===== config.mk =====
export PLATFORM = sky130hd
export DESIGN_NAME = m68k_bus_responder
export DESIGN_NICKNAME = d
export VERILOG_FILES = /design/src/rtl/m68k_bus_responder.sv
export SDC_FILE = /design/constraint.sdc
export NUM_CORES = 1
export LEC_CHECK = 0
export ABC_CLOCK_PERIOD_IN_PS = 3650
export CAP_MARGIN = 10
export CORE_MARGIN = 5
export CORE_UTILIZATION = 46
export CTS_CLUSTER_DIAMETER = 40
export DETAILED_ROUTE_END_ITERATION = 12
export PLACE_DENSITY = 0.7
export SLEW_MARGIN = 40
export SYNTH_ARGS = -nofsm -noshare
export SYNTH_HDL_FRONTEND = slang
export SYNTH_SLANG_ARGS = --single-unit

===== constraint.sdc =====
create_clock -name PI_CLK -period 3.65 [get_ports PI_CLK]
set_input_delay 0.9125 -clock PI_CLK [delete_from_list [all_inputs] [get_ports PI_CLK]]
set_output_delay 0.9125 -clock PI_CLK [all_outputs]
set_load 0.005 [all_outputs]

===== src/rtl/m68k_bus_responder.sv =====
// 68000 async-bus target: a word register window that ends each bus
// cycle with DTACK after a set number of wait states, or with BERR.
//
// Ports:
//   PI_CLK, RESET        clock; synchronous active-high reset
//   M68K_A[23:1]         bus word address, read while AS is low
//   M68K_AS_n/UDS_n/LDS_n/RW  async bus strobes and direction
//   M68K_D_IN/D_OUT/D_OE write data in; read data out with drive enable
//   M68K_DTACK_n/BERR_n  cycle termination, active low
//   HOST_ADDR/HOST_RDATA side-port register inspection, 1-cycle latency
//   ACK_CNT/BERR_CNT     wrapping counts of terminated cycles
module m68k_bus_responder #(
    parameter logic [23:0] BASE_ADDR   = 24'hE80000,
    parameter int          ADDR_W      = 4,
    parameter int          WAIT_CYCLES = 4,
    parameter int          TIMEOUT     = 1023
) (
    input  logic              PI_CLK,
    input  logic              RESET,
    input  logic [23:1]       M68K_A,
    input  logic              M68K_AS_n,
    input  logic              M68K_UDS_n,
    input  logic              M68K_LDS_n,
    input  logic              M68K_RW,
    input  logic [15:0]       M68K_D_IN,
    output logic [15:0]       M68K_D_OUT,
    output logic              M68K_D_OE,
    output logic              M68K_DTACK_n,
    output logic              M68K_BERR_n,
    input  logic [ADDR_W-1:0] HOST_ADDR,
    output logic [15:0]       HOST_RDATA,
    output logic [15:0]       ACK_CNT,
    output logic [15:0]       BERR_CNT
);

    localparam int WORDS = 2 ** ADDR_W;
    localparam logic [9:0] WAIT_M1 = 10'(WAIT_CYCLES - 1);
    localparam logic [9:0] TO_LIM  = 10'(TIMEOUT);

    typedef enum logic [2:0] {
        S_IDLE,
        S_DECODE,
        S_WAIT,
        S_ACK,
        S_BERR,
        S_RELEASE
    } state_t;

    state_t state;

    logic              as_m;
    logic              as_s;
    logic [1:0]        ds_m;
    logic [1:0]        ds_s;
    logic              rw_m;
    logic              rw_s;
    logic              pend;
    logic              rw_l;
    logic [ADDR_W-1:0] idx;
    logic [9:0]        cnt;
    logic [15:0]       regs [WORDS];

    logic fall;
    logic hit;
    logic ds_any;
    logic wait_ok;

    // as_s still high while the first stage already shows low: this
    // edge is where the synchronized strobe first reads low.
    assign fall    = as_s & ~as_m;
    assign hit     = M68K_A[23:ADDR_W+1] == BASE_ADDR[23:ADDR_W+1];
    assign ds_any  = ds_s != 2'b11;
    assign wait_ok = cnt >= WAIT_M1;

    always_ff @(posedge PI_CLK) begin
        if (RESET) begin
            // Sync flops reset low so an AS already low at reset exit
            // does not look like a fresh falling edge.
            as_m         <= 1'b0;
            as_s         <= 1'b0;
            ds_m         <= 2'b11;
            ds_s         <= 2'b11;
            rw_m         <= 1'b1;
            rw_s         <= 1'b1;
            state        <= S_IDLE;
            pend         <= 1'b0;
            rw_l         <= 1'b1;
            idx          <= '0;
            cnt          <= '0;
            M68K_D_OUT   <= '0;
            M68K_D_OE    <= 1'b0;
            M68K_DTACK_n <= 1'b1;
            M68K_BERR_n  <= 1'b1;
            HOST_RDATA   <= '0;
            ACK_CNT      <= '0;
            BERR_CNT     <= '0;
            for (int i = 0; i < WORDS; i++) begin
                regs[i] <= '0;
            end
        end else begin
            as_m       <= M68K_AS_n;
            as_s       <= as_m;
            ds_m       <= {M68K_UDS_n, M68K_LDS_n};
            ds_s       <= ds_m;
            rw_m       <= M68K_RW;
            rw_s       <= rw_m;
            HOST_RDATA <= regs[HOST_ADDR];

            unique case (state)
                S_IDLE: begin
                    pend <= 1'b0;
                    if (fall || (pend && !as_s)) begin
                        state <= S_DECODE;
                    end
                end

                S_DECODE: begin
                    idx  <= M68K_A[ADDR_W:1];
                    rw_l <= rw_s;
                    cnt  <= '0;
                    if (hit) begin
                        state <= S_WAIT;
                    end else begin
                        state       <= S_BERR;
                        M68K_BERR_n <= 1'b0;
                        BERR_CNT    <= BERR_CNT + 16'd1;
                    end
                end

                S_WAIT: begin
                    if (as_s) begin
                        // Master gave up: quietly drop the cycle.
                        state <= S_IDLE;
                    end else if (wait_ok && ds_any) begin
                        state        <= S_ACK;
                        M68K_DTACK_n <= 1'b0;
                        M68K_D_OE    <= rw_l;
                        ACK_CNT      <= ACK_CNT + 16'd1;
                        if (rw_l) begin
                            M68K_D_OUT <= regs[idx];
                        end else begin
                            if (!ds_s[1]) begin
                                regs[idx][15:8] <= M68K_D_IN[15:8];
                            end
                            if (!ds_s[0]) begin
                                regs[idx][7:0] <= M68K_D_IN[7:0];
                            end
                        end
                    end else if (cnt >= TO_LIM) begin
                        state       <= S_BERR;
                        M68K_BERR_n <= 1'b0;
                        BERR_CNT    <= BERR_CNT + 16'd1;
                    end else if (cnt != 10'h3FF) begin
                        cnt <= cnt + 10'd1;
                    end
                end

                S_ACK, S_BERR: begin
                    if (as_s) begin
                        state        <= S_RELEASE;
                        M68K_DTACK_n <= 1'b1;
                        M68K_BERR_n  <= 1'b1;
                        M68K_D_OE    <= 1'b0;
                    end
                end

                S_RELEASE: begin
                    // Remember a new AS fall so IDLE can take it next.
                    pend  <= fall;
                    state <= S_IDLE;
                end

                default: begin
                    state        <= S_IDLE;
                    M68K_DTACK_n <= 1'b1;
                    M68K_BERR_n  <= 1'b1;
                    M68K_D_OE    <= 1'b0;
                end
            endcase
        end
    end

endmodule


==> summary.md <==
| Metric | Value |
|---|---|
| Fraction of layout cells with a size suffix above 1 | `20.8%` |
| Met1 wire length | `18.1 mm` |
| Gr ovfl total | `0` |
| Worst-path fanout max | `13` |
| Final Cycle Share | `85.3%` |
| Largest net degree at the start of global routing | `134` |
| Compound-Gate Fraction of Synth Area | `6.17%` |
| Worst setup EP type | `flip-flop` |
| Antenna-violating nets left | `0` |
| Clk sinks | `350` |
| Root buffer cell | `clkbuf_16` |
| Via count | `12153` |
| # IOs | `116` |
| Crit path setup slack, layout | `537 ps` |
| Clk_lat worst skew | `560 ps` |
| Max cap viols | `0` |
| Max clock buf depth | `3` |
| All-Layer GR Usage | `22.7%` |
| Pint | `7.46 mW` |
| Slowest stage cell on the critical path | `or4b_1` |
| Setup TNS | `0 ps` |
| Die width | `203 µm` |
| Die area | `0.0413 mm²` |
| Post-CTS sizing | `0` |
| Routed length per instance | `23.8 µm` |
| Most frequent cells in the layout | `nor2_1 (303), edfxtp_1 (256), mux4_2 (144), clkdlybuf4s50_1 (112), nand2_1 (93)` |
| Final Max Slew Viols | `0` |
| FMAX | `321 MHz` |
| Setup crit start kind | `flip-flop` |
| Antenna violations before repair | `0` |
| CTS tree | `done` |
| Detail Placement HPWL | `32.3 mm` |
| # diodes | `0` |
| Core area | `0.0368 mm²` |
| Post-CTS setup buffer count | `0` |
| Worst EP arrival | `3280 ps` |
| Mapped cell area | `0.0172 mm²` |
| Max Used Layer | `met4` |
| Post-Synth Adder-Cell Area | `0.218%` |
| Critical Path RT | `3820 ps` |
| Cell leakage power | `6.64 nW` |
| Die Ht | `203 µm` |
| DRT iter0 DRCs | `1348` |
| Commonest non-fill, non-tap cell in the layout | `nor2_1` |
| Logic pwr share | `9.7%` |
| Ys flop type | `edfxtp_1` |
| Tmin final | `3110 ps` |
| EDFF count, synth | `256` |
| Global-route wire length before repair | `72.6 mm` |
| Synthesized area per cell | `12.7 µm²` |
| Area Growth Syn to Fin | `19.5%` |
| Routed vias/inst | `6.17` |
| Met3 WL | `5.58 mm` |
| Final hold slack | `433 ps` |
| Pre-CTS WS | `615 ps` |
| Setup-failing EPs final | `0` |
| Met2 WL post-DR | `22.4 mm` |
| Yosys warns | `0` |
| Sw power | `2.34 mW` |
| Sw frac | `23.9%` |
| Overall routed net length | `47.0 mm` |
| Clk pwr share | `44.5%` |
| Largest family of logic cells by synthesized area | `multiplexers` |
| Async set-reset flop share out of synthesis | `0%` |
| Seq cells post-synth | `350` |
| Simple-gate share of the synthesized area | `15.0%` |
| Multiplexer share of the synthesized area | `19.8%` |
| Finished Core Util | `55.8%` |
| H-tree depth | `2` |
| Syn nets | `1404` |
| Total power | `9.80 mW` |
| Max VDD drop | `269 µV` |
| Pwr Density | `477 mW/mm²` |
| Worst slew pin tran | `877 ps` |
| Unrepaired setup endpoints after global routing | `false` |
| Rel. slew slack | `41.5%` |
| Post-CTS Hold Fix Bufs | `0` |
| Skew final | `26.0 ps` |
| Flop pwr share | `45.8%` |
| Clk pin slew, worst setup/hold paths | `60 ps` |
| FP Rows | `70` |
| Sequential area share after synthesis | `55.7%` |
| Max incr delay on CP | `670 ps` |
| CTS Buf Count | `45` |
| Critical path cell sequence | `or4b_1 > nor2_1 > nand2_1 > o21bai_1` |
| Fin. Hold Viols | `0` |
| Status | `finished clean` |
| Post-Synth XOR/XNOR Area | `0.612%` |
| Synth unique cells | `53` |
| Crit Path Category | `reg2reg` |
| Fin nets | `1517` |
| IO buf count | `115` |
| DRC | `0` |
| RD Place Congestion | `0.877` |
| Hold Crit Class | `reg2reg` |
| Cell count after synthesis | `1352` |
| Initial core utilization | `46.7%` |
| Vias in the first global route | `12130` |
| Pre-antenna DRT Iters | `5` |
## critical path: cells and delay by family, from the launching register on
family / cells / cell delay (ps)
AO/OA/AOI/OAI: 1 / 670
flip-flops: 1 / 540
AND/OR/NAND/NOR: 3 / 1520
## layer usage
metal  vias to the layer above  track usage (%)
li1                       5360                -
met1                      6015             31.6
met2                       705             36.8
met3                        73             5.25
met4                         0             5.47
met5                         -                0
## stage by stage
stage          cell area (µm²)  cells
5_1_grt                  20500   1970
6_report                 20500   1970
4_1_cts                  20500   1970
3_5_place_dp             19000   1886
2_1_floorplan            17200   1352
3_3_place_gp             19000   1885
## final timing paths
path,startpoint,end,slack [ps],cells after the start
setup / recovery,state[1],regs[2][12],540,4
hold / removal,rw_m,rw_s,430,1
setup reg to reg,state[1],regs[2][12],540,4
hold reg to reg,rw_m,rw_s,430,1
## sequential cells by signal, indices dropped and copies added (netlist names), 2 cells and up
register / count
ACK_CNT: 16
BERR_CNT: 16
HOST_RDATA: 16
M68K_D_OUT: 16
cnt: 10
ds_m: 2
ds_s: 2
idx: 4
regs: 256
state: 3
## cell families (layout without fill, tap and decap cells)
family,Yosys count,in the layout
mux,159,159
simple gates,569,569
buf+inv,109,259
fa+ha+maj,3,3
xor+xnor,12,12
flops,350,350
compound gates,150,150
## power by group through the flow
stage / clock network (mW) / logic [mW] / registers (mW)
6_report: 4.36 / 0.948 / 4.49
5_1_grt: 4.60 / 1.00 / 4.50
4_1_cts: 4.41 / 0.945 / 4.49
3_5_place_dp: 0 / 0.941 / 4.57
3_3_place_gp: 0 / 0.912 / 4.57
2_1_floorplan: 0 / 0.617 / 4.51
## final cells by class
cell class	count	area, µm²
Fill cell	2947	16200
Sequential cell	350	9580
Multi-Input combinational cell	893	7210
Timing Repair Buffer	172	1660
Clock buffer	56	1240
Tap cell	468	586
Clock inverter	28	254
Inverter	3	11.3
## synthesized netlist by cell type (all sizes together) (18+ instances only)
| master | count | area share [%] |
|---|---|---|
| nor2b | 31 | 1.1 |
| edfxtp | 256 | 45 |
| nand2 | 95 | 2.1 |
| buf | 30 | 0.80 |
| nand2b | 22 | 0.80 |
| o21bai | 25 | 1.1 |
| clkbuf | 76 | 1.7 |
| nand4 | 18 | 0.66 |
| nor2 | 303 | 6.6 |
| dfxtp | 94 | 11 |
| a21oi | 27 | 0.81 |
| mux4 | 144 | 19 |
Note: power is estimated with default switching activity, not from simulation.
